<file path="config.mk">
export PLATFORM = sky130hd
export DESIGN_NAME = pcpi_result_nibble_tx
export DESIGN_NICKNAME = d
export VERILOG_FILES = /design/src/rtl/tt_pcpi_pkg.sv /design/src/rtl/ack_synchronizer.sv /design/src/rtl/pcpi_result_nibble_tx.sv
export SDC_FILE = /design/constraint.sdc
export NUM_CORES = 1
export LEC_CHECK = 0
export ABC_AREA = 1
export BUFFER_PORTS_ARGS = -buffer_cell sky130_fd_sc_hd__buf_4
export CORE_MARGIN = 4
export CORE_UTILIZATION = 41
export DETAILED_ROUTE_END_ITERATION = 10
export PLACE_DENSITY = 0.72
export SLEW_MARGIN = 20
export SYNTH_ARGS = -nofsm -noshare
export SYNTH_HDL_FRONTEND = slang
export SYNTH_SLANG_ARGS = --single-unit
export TNS_END_PERCENT = 20
</file>
<file path="constraint.sdc">
create_clock -name clk -period 3.7 [get_ports clk]
set_input_delay 0.74 -clock clk [delete_from_list [all_inputs] [get_ports clk]]
set_output_delay 0.74 -clock clk [all_outputs]
set_load 0.05 [all_outputs]
</file>
<file path="src/rtl/tt_pcpi_pkg.sv">
// Shared definitions for the PCPI host link (inbound receiver and result transmitter).
package tt_pcpi_pkg;

    localparam int NIBBLE_W    = 4;
    localparam int NIBBLES_DEF = 8;

    typedef enum logic [1:0] {
        ST_IDLE    = 2'd0,
        ST_ARM     = 2'd1,
        ST_PRESENT = 2'd2,
        ST_RELEASE = 2'd3
    } link_state_e;

endpackage

</file>
<file path="src/rtl/ack_synchronizer.sv">
// Multi-flop synchroniser for the asynchronous host_ack pin; resets to 0.
module ack_synchronizer #(
    parameter int SYNC_STAGES = 2
) (
    input  logic clk,
    input  logic rst_n,
    input  logic d,
    output logic q
);

    logic [SYNC_STAGES-1:0] sync_q;

    always_ff @(posedge clk or negedge rst_n) begin
        if (!rst_n) begin
            sync_q <= '0;
        end else begin
            sync_q <= {sync_q[SYNC_STAGES-2:0], d};
        end
    end

    assign q = sync_q[SYNC_STAGES-1];

endmodule

</file>
<file path="src/rtl/pcpi_result_nibble_tx.sv">
// Captures a PCPI result and sends it to the host as LSB-first nibbles using a
// 4-phase valid/ack handshake: valid rises, ack rises, valid falls, ack falls.
module pcpi_result_nibble_tx
    import tt_pcpi_pkg::*;
#(
    parameter int NIBBLES     = NIBBLES_DEF,
    parameter int SYNC_STAGES = 2,
    parameter int DATA_W      = NIBBLE_W * NIBBLES
) (
    input  logic                clk,
    input  logic                rst_n,
    input  logic                pcpi_ready,
    input  logic                pcpi_wr,
    input  logic [DATA_W-1:0]   pcpi_rd,
    input  logic                host_ack,
    output logic [NIBBLE_W-1:0] tx_nibble,
    output logic                tx_valid,
    output logic                busy,
    output logic                done,
    output logic                overrun
);

    localparam int CNT_W = (NIBBLES > 1) ? $clog2(NIBBLES) : 1;
    localparam logic [CNT_W-1:0] LAST_IDX = CNT_W'(NIBBLES - 1);

    link_state_e          state_q, state_d;
    logic [CNT_W-1:0]     count_q, count_d;
    logic [DATA_W-1:0]    data_q, data_d;
    logic [NIBBLE_W-1:0]  nibble_d;
    logic                 valid_d, done_d, overrun_d, busy_d;
    logic                 ack_s;
    logic                 load;
    logic [CNT_W-1:0]     nib_idx;
    logic [NIBBLE_W-1:0]  sel_nibble;

    ack_synchronizer #(
        .SYNC_STAGES(SYNC_STAGES)
    ) u_ack_sync (
        .clk  (clk),
        .rst_n(rst_n),
        .d    (host_ack),
        .q    (ack_s)
    );

    assign load = pcpi_ready & pcpi_wr;

    // Leaving RELEASE presents the following nibble, so look one index ahead there.
    always_comb begin
        nib_idx = count_q;
        if (state_q == ST_RELEASE) begin
            nib_idx = count_q + 1'b1;
        end
    end

    always_comb begin
        sel_nibble = data_q[NIBBLE_W-1:0];
        for (int i = 0; i < NIBBLES; i++) begin
            if (nib_idx == CNT_W'(i)) begin
                sel_nibble = data_q[i*NIBBLE_W +: NIBBLE_W];
            end
        end
    end

    always_comb begin
        state_d   = state_q;
        count_d   = count_q;
        data_d    = data_q;
        nibble_d  = tx_nibble;
        valid_d   = tx_valid;
        done_d    = 1'b0;
        overrun_d = overrun | (load & (state_q != ST_IDLE));
        unique case (state_q)
            ST_IDLE: begin
                valid_d = 1'b0;
                if (load) begin
                    data_d  = pcpi_rd;
                    count_d = '0;
                    state_d = ST_ARM;
                end
            end
            ST_ARM: begin
                // A host still holding ack from earlier must release it first.
                valid_d = 1'b0;
                if (!ack_s) begin
                    nibble_d = sel_nibble;
                    valid_d  = 1'b1;
                    state_d  = ST_PRESENT;
                end
            end
            ST_PRESENT: begin
                if (ack_s) begin
                    valid_d = 1'b0;
                    state_d = ST_RELEASE;
                end
            end
            ST_RELEASE: begin
                if (!ack_s) begin
                    if (count_q == LAST_IDX) begin
                        count_d = '0;
                        done_d  = 1'b1;
                        state_d = ST_IDLE;
                    end else begin
                        count_d  = count_q + 1'b1;
                        nibble_d = sel_nibble;
                        valid_d  = 1'b1;
                        state_d  = ST_PRESENT;
                    end
                end
            end
            default: state_d = ST_IDLE;
        endcase
        busy_d = (state_d != ST_IDLE);
    end

    always_ff @(posedge clk or negedge rst_n) begin
        if (!rst_n) begin
            state_q   <= ST_IDLE;
            count_q   <= '0;
            data_q    <= '0;
            tx_nibble <= '0;
            tx_valid  <= 1'b0;
            busy      <= 1'b0;
            done      <= 1'b0;
            overrun   <= 1'b0;
        end else begin
            state_q   <= state_d;
            count_q   <= count_d;
            data_q    <= data_d;
            tx_nibble <= nibble_d;
            tx_valid  <= valid_d;
            busy      <= busy_d;
            done      <= done_d;
            overrun   <= overrun_d;
        end
    end

endmodule

</file>
Word-level counts from Yosys, hierarchy flattened

Index checks and enable logic that the tools add are counted.

Flip-flop bits (word level): 47
Output and inout bits: 8
Word-level logic and storage cells: 68
Input port bits: 37

Reduce and logical (&&, ||, !) cells: 9
Equality and inequality tests: 16
Add/subtract/negate cells: 1
Bitwise logic cells: 3
Muxes and demuxes: 30

Operators with widths:

| cell                                           | count |
|---|---|
| 2-to-1 mux 4 bit                               | 10 |
| == test 3 bit (second input constant)          | 5 |
| 2-to-1 mux 3 bit                               | 4 |
| 2-to-1 mux 2 bit                               | 5 |
| != test 2 bit (second input constant)          | 4 |
| case mux 2 bit (4 select lines)                | 1 |
| case mux 4 bit (2 select lines)                | 1 |
| nonzero test 2 bit                             | 4 |
| 2-to-1 mux 1 bit                               | 7 |
| == test 3 x 2 -> 1 bit (second input constant) | 2 |
| case mux 3 bit (2 select lines)                | 1 |
| AND reduction 3 bit                            | 2 |
| == test 2 bit (second input constant)          | 2 |
| case mux 1 bit (4 select lines)                | 1 |
| AND reduction 4 bit                            | 1 |
| adder 3 x 1 -> 3 bit (second input constant)   | 1 |
| == test 3 x 1 -> 1 bit (second input constant) | 1 |
| bitwise AND 1 bit                              | 2 |
| == test 2 x 1 -> 1 bit (second input constant) | 1 |
| logical NOT 2 bit                              | 1 |
| != test 2 x 1 -> 1 bit (second input constant) | 1 |
| AND reduction 2 bit                            | 1 |
| OR 1 bit                                       | 1 |

Longest topological paths before layout

Depth after elaboration: 13
Depth in mapped cells: 17
Depth with buffers taken out: 17

Hierarchy

Synthesis repeated with hierarchy kept, for this count alone.

Cells, all modules: 236
Area total of the unflattened synthesis: 2232.1 um^2

Modules (own cells, without submodules):

| module                | instances | seq. area each (um^2) | area each (um^2) | cells an instance |
|---|---|---|---|---|
| pcpi_result_nibble_tx | 1         | 1126.1                | 2182.1           | 234 |
| ack_synchronizer      | 1         | 50.0                  | 50.0             | 2 |

Worst setup path before layout

Ideal clock, no wire load.

Path type: flip-flop to flip-flop
Start point: register count_q[0]
End point: register tx_nibble[1]
Buffers on the path: 0
Data required time: 3.582 ns
Setup time: 0.118 ns
Cell stages (with the launch flop): 17
Slack: 1.811 ns
Clock period less this slack: 1.889 ns
Data arrival time: 1.771 ns
Cell sequence: dfrtp_1 -> ha_1 -> ha_1 -> inv_1 -> nand3_1 -> nand2_4 -> inv_4 -> nor2_4 -> nand2_1 -> nand3_1 -> nand3_1 -> nand2_1 -> nand2_1 -> nand2_1 -> nand2_1 -> nand2_1 -> nand2_1

Cells in the longest elaborated chain, start to end: 13
Elaborated cells between the ends (all ways): 23
Classes of those cells: add/sub: 1; eq/ne: 9; mux: 12; reduce/logical: 1

Ends and longest elaborated chain:

| what                            | RTL line                     | RTL |
|---|---|---|
| start: declaration              | pcpi_result_nibble_tx.sv:27  | `logic [CNT_W-1:0] count_q, count_d;` |
| start signal: assignment        | pcpi_result_nibble_tx.sv:127 | `count_q <= count_d;` |
| adder 3 x 1 -> 3 bit            | pcpi_result_nibble_tx.sv:51  | `nib_idx = count_q + 1'b1;` |
| 2-to-1 mux 3 bit                | pcpi_result_nibble_tx.sv:50  | `if (state_q == ST_RELEASE) begin` |
| == test 3 x 1 -> 1 bit          | pcpi_result_nibble_tx.sv:58  | `if (nib_idx == CNT_W'(i)) begin` |
| 2-to-1 mux 4 bit (7 in series)  | pcpi_result_nibble_tx.sv:58  |  |
| 2-to-1 mux 4 bit                | pcpi_result_nibble_tx.sv:98  | `if (count_q == LAST_IDX) begin` |
| 2-to-1 mux 4 bit                | pcpi_result_nibble_tx.sv:97  | `if (!ack_s) begin` |
| case mux 4 bit (2 select lines) | pcpi_result_nibble_tx.sv:72  | `unique case (state_q)` |
| end signal: assignment          | pcpi_result_nibble_tx.sv:129 | `tx_nibble <= nibble_d;` |
| end: declaration                | pcpi_result_nibble_tx.sv:16  | `output logic [NIBBLE_W-1:0] tx_nibble,` |

Parallel ways exist; a longest one is shown, timed or not. The select of a mux whose other input is x is not followed.
A chain may end at the register's enable or synchronous reset.

Worst setup path after layout

Start point: register count_q[0]
End point: register tx_nibble[2]

The elaborated chain is that of the path after synthesis.

==> reports/results.txt <==
Setup-failing EPs final = 0
HP Start = u_ack_sync.sync_q[0]
Mapped Area = 0.002273 mm2
pin count of the biggest net entering global routing = 48
grt ovf = 0
H-tree depth = 2
share of cells above drive strength 1 = 34.52%
delay-heaviest family, CP = simple AND/OR/NAND/NOR gates
setup TNS = 0 ns
first-pass GRT wire length = 7.479 mm
Worst R2R End = tx_nibble[2]
CP startpoint = count_q[0]
Via-to-Cell Ratio = 4.855
Die Ht = 82.47 um
Starting Density = 43.41%
First-pass DRT Iterations = 4
register area = 0.001176 mm2
post-CTS setup buffer count = 0
commonest cells after routing, fill and taps aside = dfrtp_1, buf_4, nand2_1, nor2_1, mux2_2
placer congestion estimate = 0.8028
Die ar. = 0.006800 mm2
final hold violations = 0
Reg2Reg Depth = 13
DR top layer = met4
clock skew = 0.007335 ns
Crit Path Class = reg -> reg
IO Pins = 45
DRC viols = 0
WP buf/inv = 1
Met1 Routed Length = 1.996 mm
Post-CTS Hold Buffers = 0
internal power = 0.7874 mW
initial antenna violation count = 0
CP endpoint kind = flip-flop
Post-DRT Antenna Nets = 0
worst setup path end = tx_nibble[2]
cell taking the most area after synthesis = dfrtp_1
vias in the first global route = 1,676
Seq cells post-synth = 47
syn avg cell area = 9.674 um2
Layout Area Growth over Synthesis = 20.97%
Switching Power = 0.3546 mW
f_max = 0.4742 GHz
switching share of total power = 31.05%
final slew viol count = 0
max_slew headroom = 61.68%
Final Core Density = 52.51%
initial DRC count = 133
Die W = 82.47 um
status = finished clean
clk slew on worst S/H paths = 0.08 ns
post-synthesis net count = 274
WP depth = 13
Rows = 26
GRT Util Overall = 14.46%
synth top area cells = dfrtp_1, mux2_2, nand2_1
number of diodes = 0
Power per Cell Area = 415.3 mW/mm2
met2 WL = 2.115 mm
sequential fraction of the synthesis area = 51.73%
R2R Path Start = count_q[0]
core box area = 0.005238 mm2
WL/cell = 12.53 um
startpoint types = flip-flop
Flop pwr share = 48.8%
nets@finish = 320
critical path peak fanout = 9
worst-path cell chain = ha_1 -> ha_1 -> inv_1 -> nand3_1 -> nand2_4 -> nor3_4 -> a21oi_1 -> o21ai_1 -> nand2_1 -> o21ai_1 -> o21ai_1 -> nand2_1 -> nand2_1
Worst Tran Pin Value = 0.5688 ns
Worst Path Arrival = 2.30 ns
CTS tree = done
clock power share = 26.5%
fillers = 486
Crit path largest cell delay = 0.40 ns
Met3 Routed Length = 216 um
CTS Root Cell = clkbuf_8
hpwl dp = 3.307 mm
DRT Wirelength = 4.397 mm
Combinational Power Share = 24.7%
synth unique cells = 26
slowest cell on the critical path = dfrtp_1
Port-buffer cells = 44
Required @ worst endpoint = 3.89 ns
fin crit share = 57.00%
cell count after synthesis = 235
multi-input logic area = 958.4 um2
Resize count post-CTS = 0
Max-Cap Viols = 0
Final min period = 2.109 ns
vias = 1,704
clk_lat worst skew = 0.29 ns
most common cell after layout, fill and taps aside = dfrtp_1
RSZ-0062 raised after global routing = no
cts bufs inserted = 5
Synth top area share = 51.73%
Reg2Reg Setup Slack = 1.59 ns
Max VDD drop = 0.2495 mV
synth warn = 0
Hold WC Path Type = reg -> reg
maximum clock path buffer count = 2
# clock sinks = 47
Static Leak = 1.438 nW
state kept, by name, summed over array words and instances (netlist names):
signal	cells
tx_valid	1
done	1
tx_nibble	4
data_q	32
busy	1
u_ack_sync.sync_q	2
count_q	3
overrun	1
state_q	2
cell usage after synthesis:
| cell | count |
|---|---|
| a21oi_1 | 21 |
| buf_2 | 3 |
| buf_6 | 2 |
| clkbuf_1 | 1 |
| dfrtp_1 | 47 |
| ha_1 | 2 |
| inv_1 | 22 |
| inv_2 | 2 |
| inv_4 | 2 |
| mux2_2 | 23 |
| nand2_1 | 36 |
| nand2_2 | 4 |
| nand2_4 | 5 |
| nand3_1 | 12 |
| nand3_2 | 1 |
| nand3_4 | 1 |
| nand4_1 | 2 |
| nor2_1 | 24 |
| nor2_2 | 2 |
| nor2_4 | 2 |
| nor3_4 | 1 |
| o211ai_1 | 1 |
| o21ai_0 | 9 |
| o21ai_1 | 8 |
| o21bai_1 | 1 |
| or2_2 | 1 |
metrics by stage:
step | cell area (um2) | instances | power, mW | setup slack [ns] | hold slack [ns]
after detailed placement | 2663 | 344 | 0.8512 | 1.605 | 0.3378
after CTS | 2750 | 351 | 1.155 | 1.581 | 0.3507
after floorplan | 2273 | 235 | 0.7566 | 1.811 | 0.3312
after global routing | 2750 | 351 | 1.210 | 1.352 | 0.3597
final | 2750 | 351 | 1.142 | 1.591 | 0.3527
after global placement | 2663 | 344 | 0.8468 | 1.651 | 0.3348
cells by family (layout without fill, tap and decap cells):
group	count (synthesis)	count (layout)	synth area share (%)
AO/OA/AOI/OAI	40	40	9.026
multiplexers	23	23	11.39
buffers and inverters	32	78	6.329
flip-flops	47	47	51.73
AND/OR/NAND/NOR	91	91	20.42
adder cells (fa/ha/maj)	2	2	1.101
worst reg2reg max path: cells and delay by family (launching register included):
kind,cells,cell delay [ns]
AND/OR/NAND/NOR,6,0.70
buffers and inverters,1,0.04
adder cells (fa/ha/maj),2,0.51
flip-flops,1,0.40
AO/OA/AOI/OAI,4,0.33
worst min-delay path by stage:
stage,to,cells after the start
after floorplan,u_ack_sync.sync_q[1],0
after global placement,u_ack_sync.sync_q[1],0
after detailed placement,u_ack_sync.sync_q[1],0
after CTS,u_ack_sync.sync_q[1],0
after global routing,u_ack_sync.sync_q[1],0
final,u_ack_sync.sync_q[1],0
metal layers:
| metal | GRT usage, % | vias to the layer above |
|---|---|---|
| li1 | - | 857 |
| met1 | 19.58 | 804 |
| met2 | 23.00 | 35 |
| met3 | 3.254 | 8 |
| met4 | 4.651 | 0 |
| met5 | 0 | - |
power by group through the flow:
stage	Sequential (mW)	Clock, mW	Combinational, mW
global route	0.560	0.337	0.312
finish	0.557	0.303	0.282
global placement	0.568	0	0.279
floorplan	0.613	0	0.143
CTS	0.557	0.312	0.285
detailed placement	0.567	0	0.285
cell type report:
type,instances,share of cell area (%)
multi-input cells,156,34.85
inverters,26,3.731
well taps,70,3.185
clock inverters,1,0.1820
flip-flops and latches,47,42.77
clock buffers,6,3.003
repair buffers,45,12.28
Power figures use the tool's default switching activity.
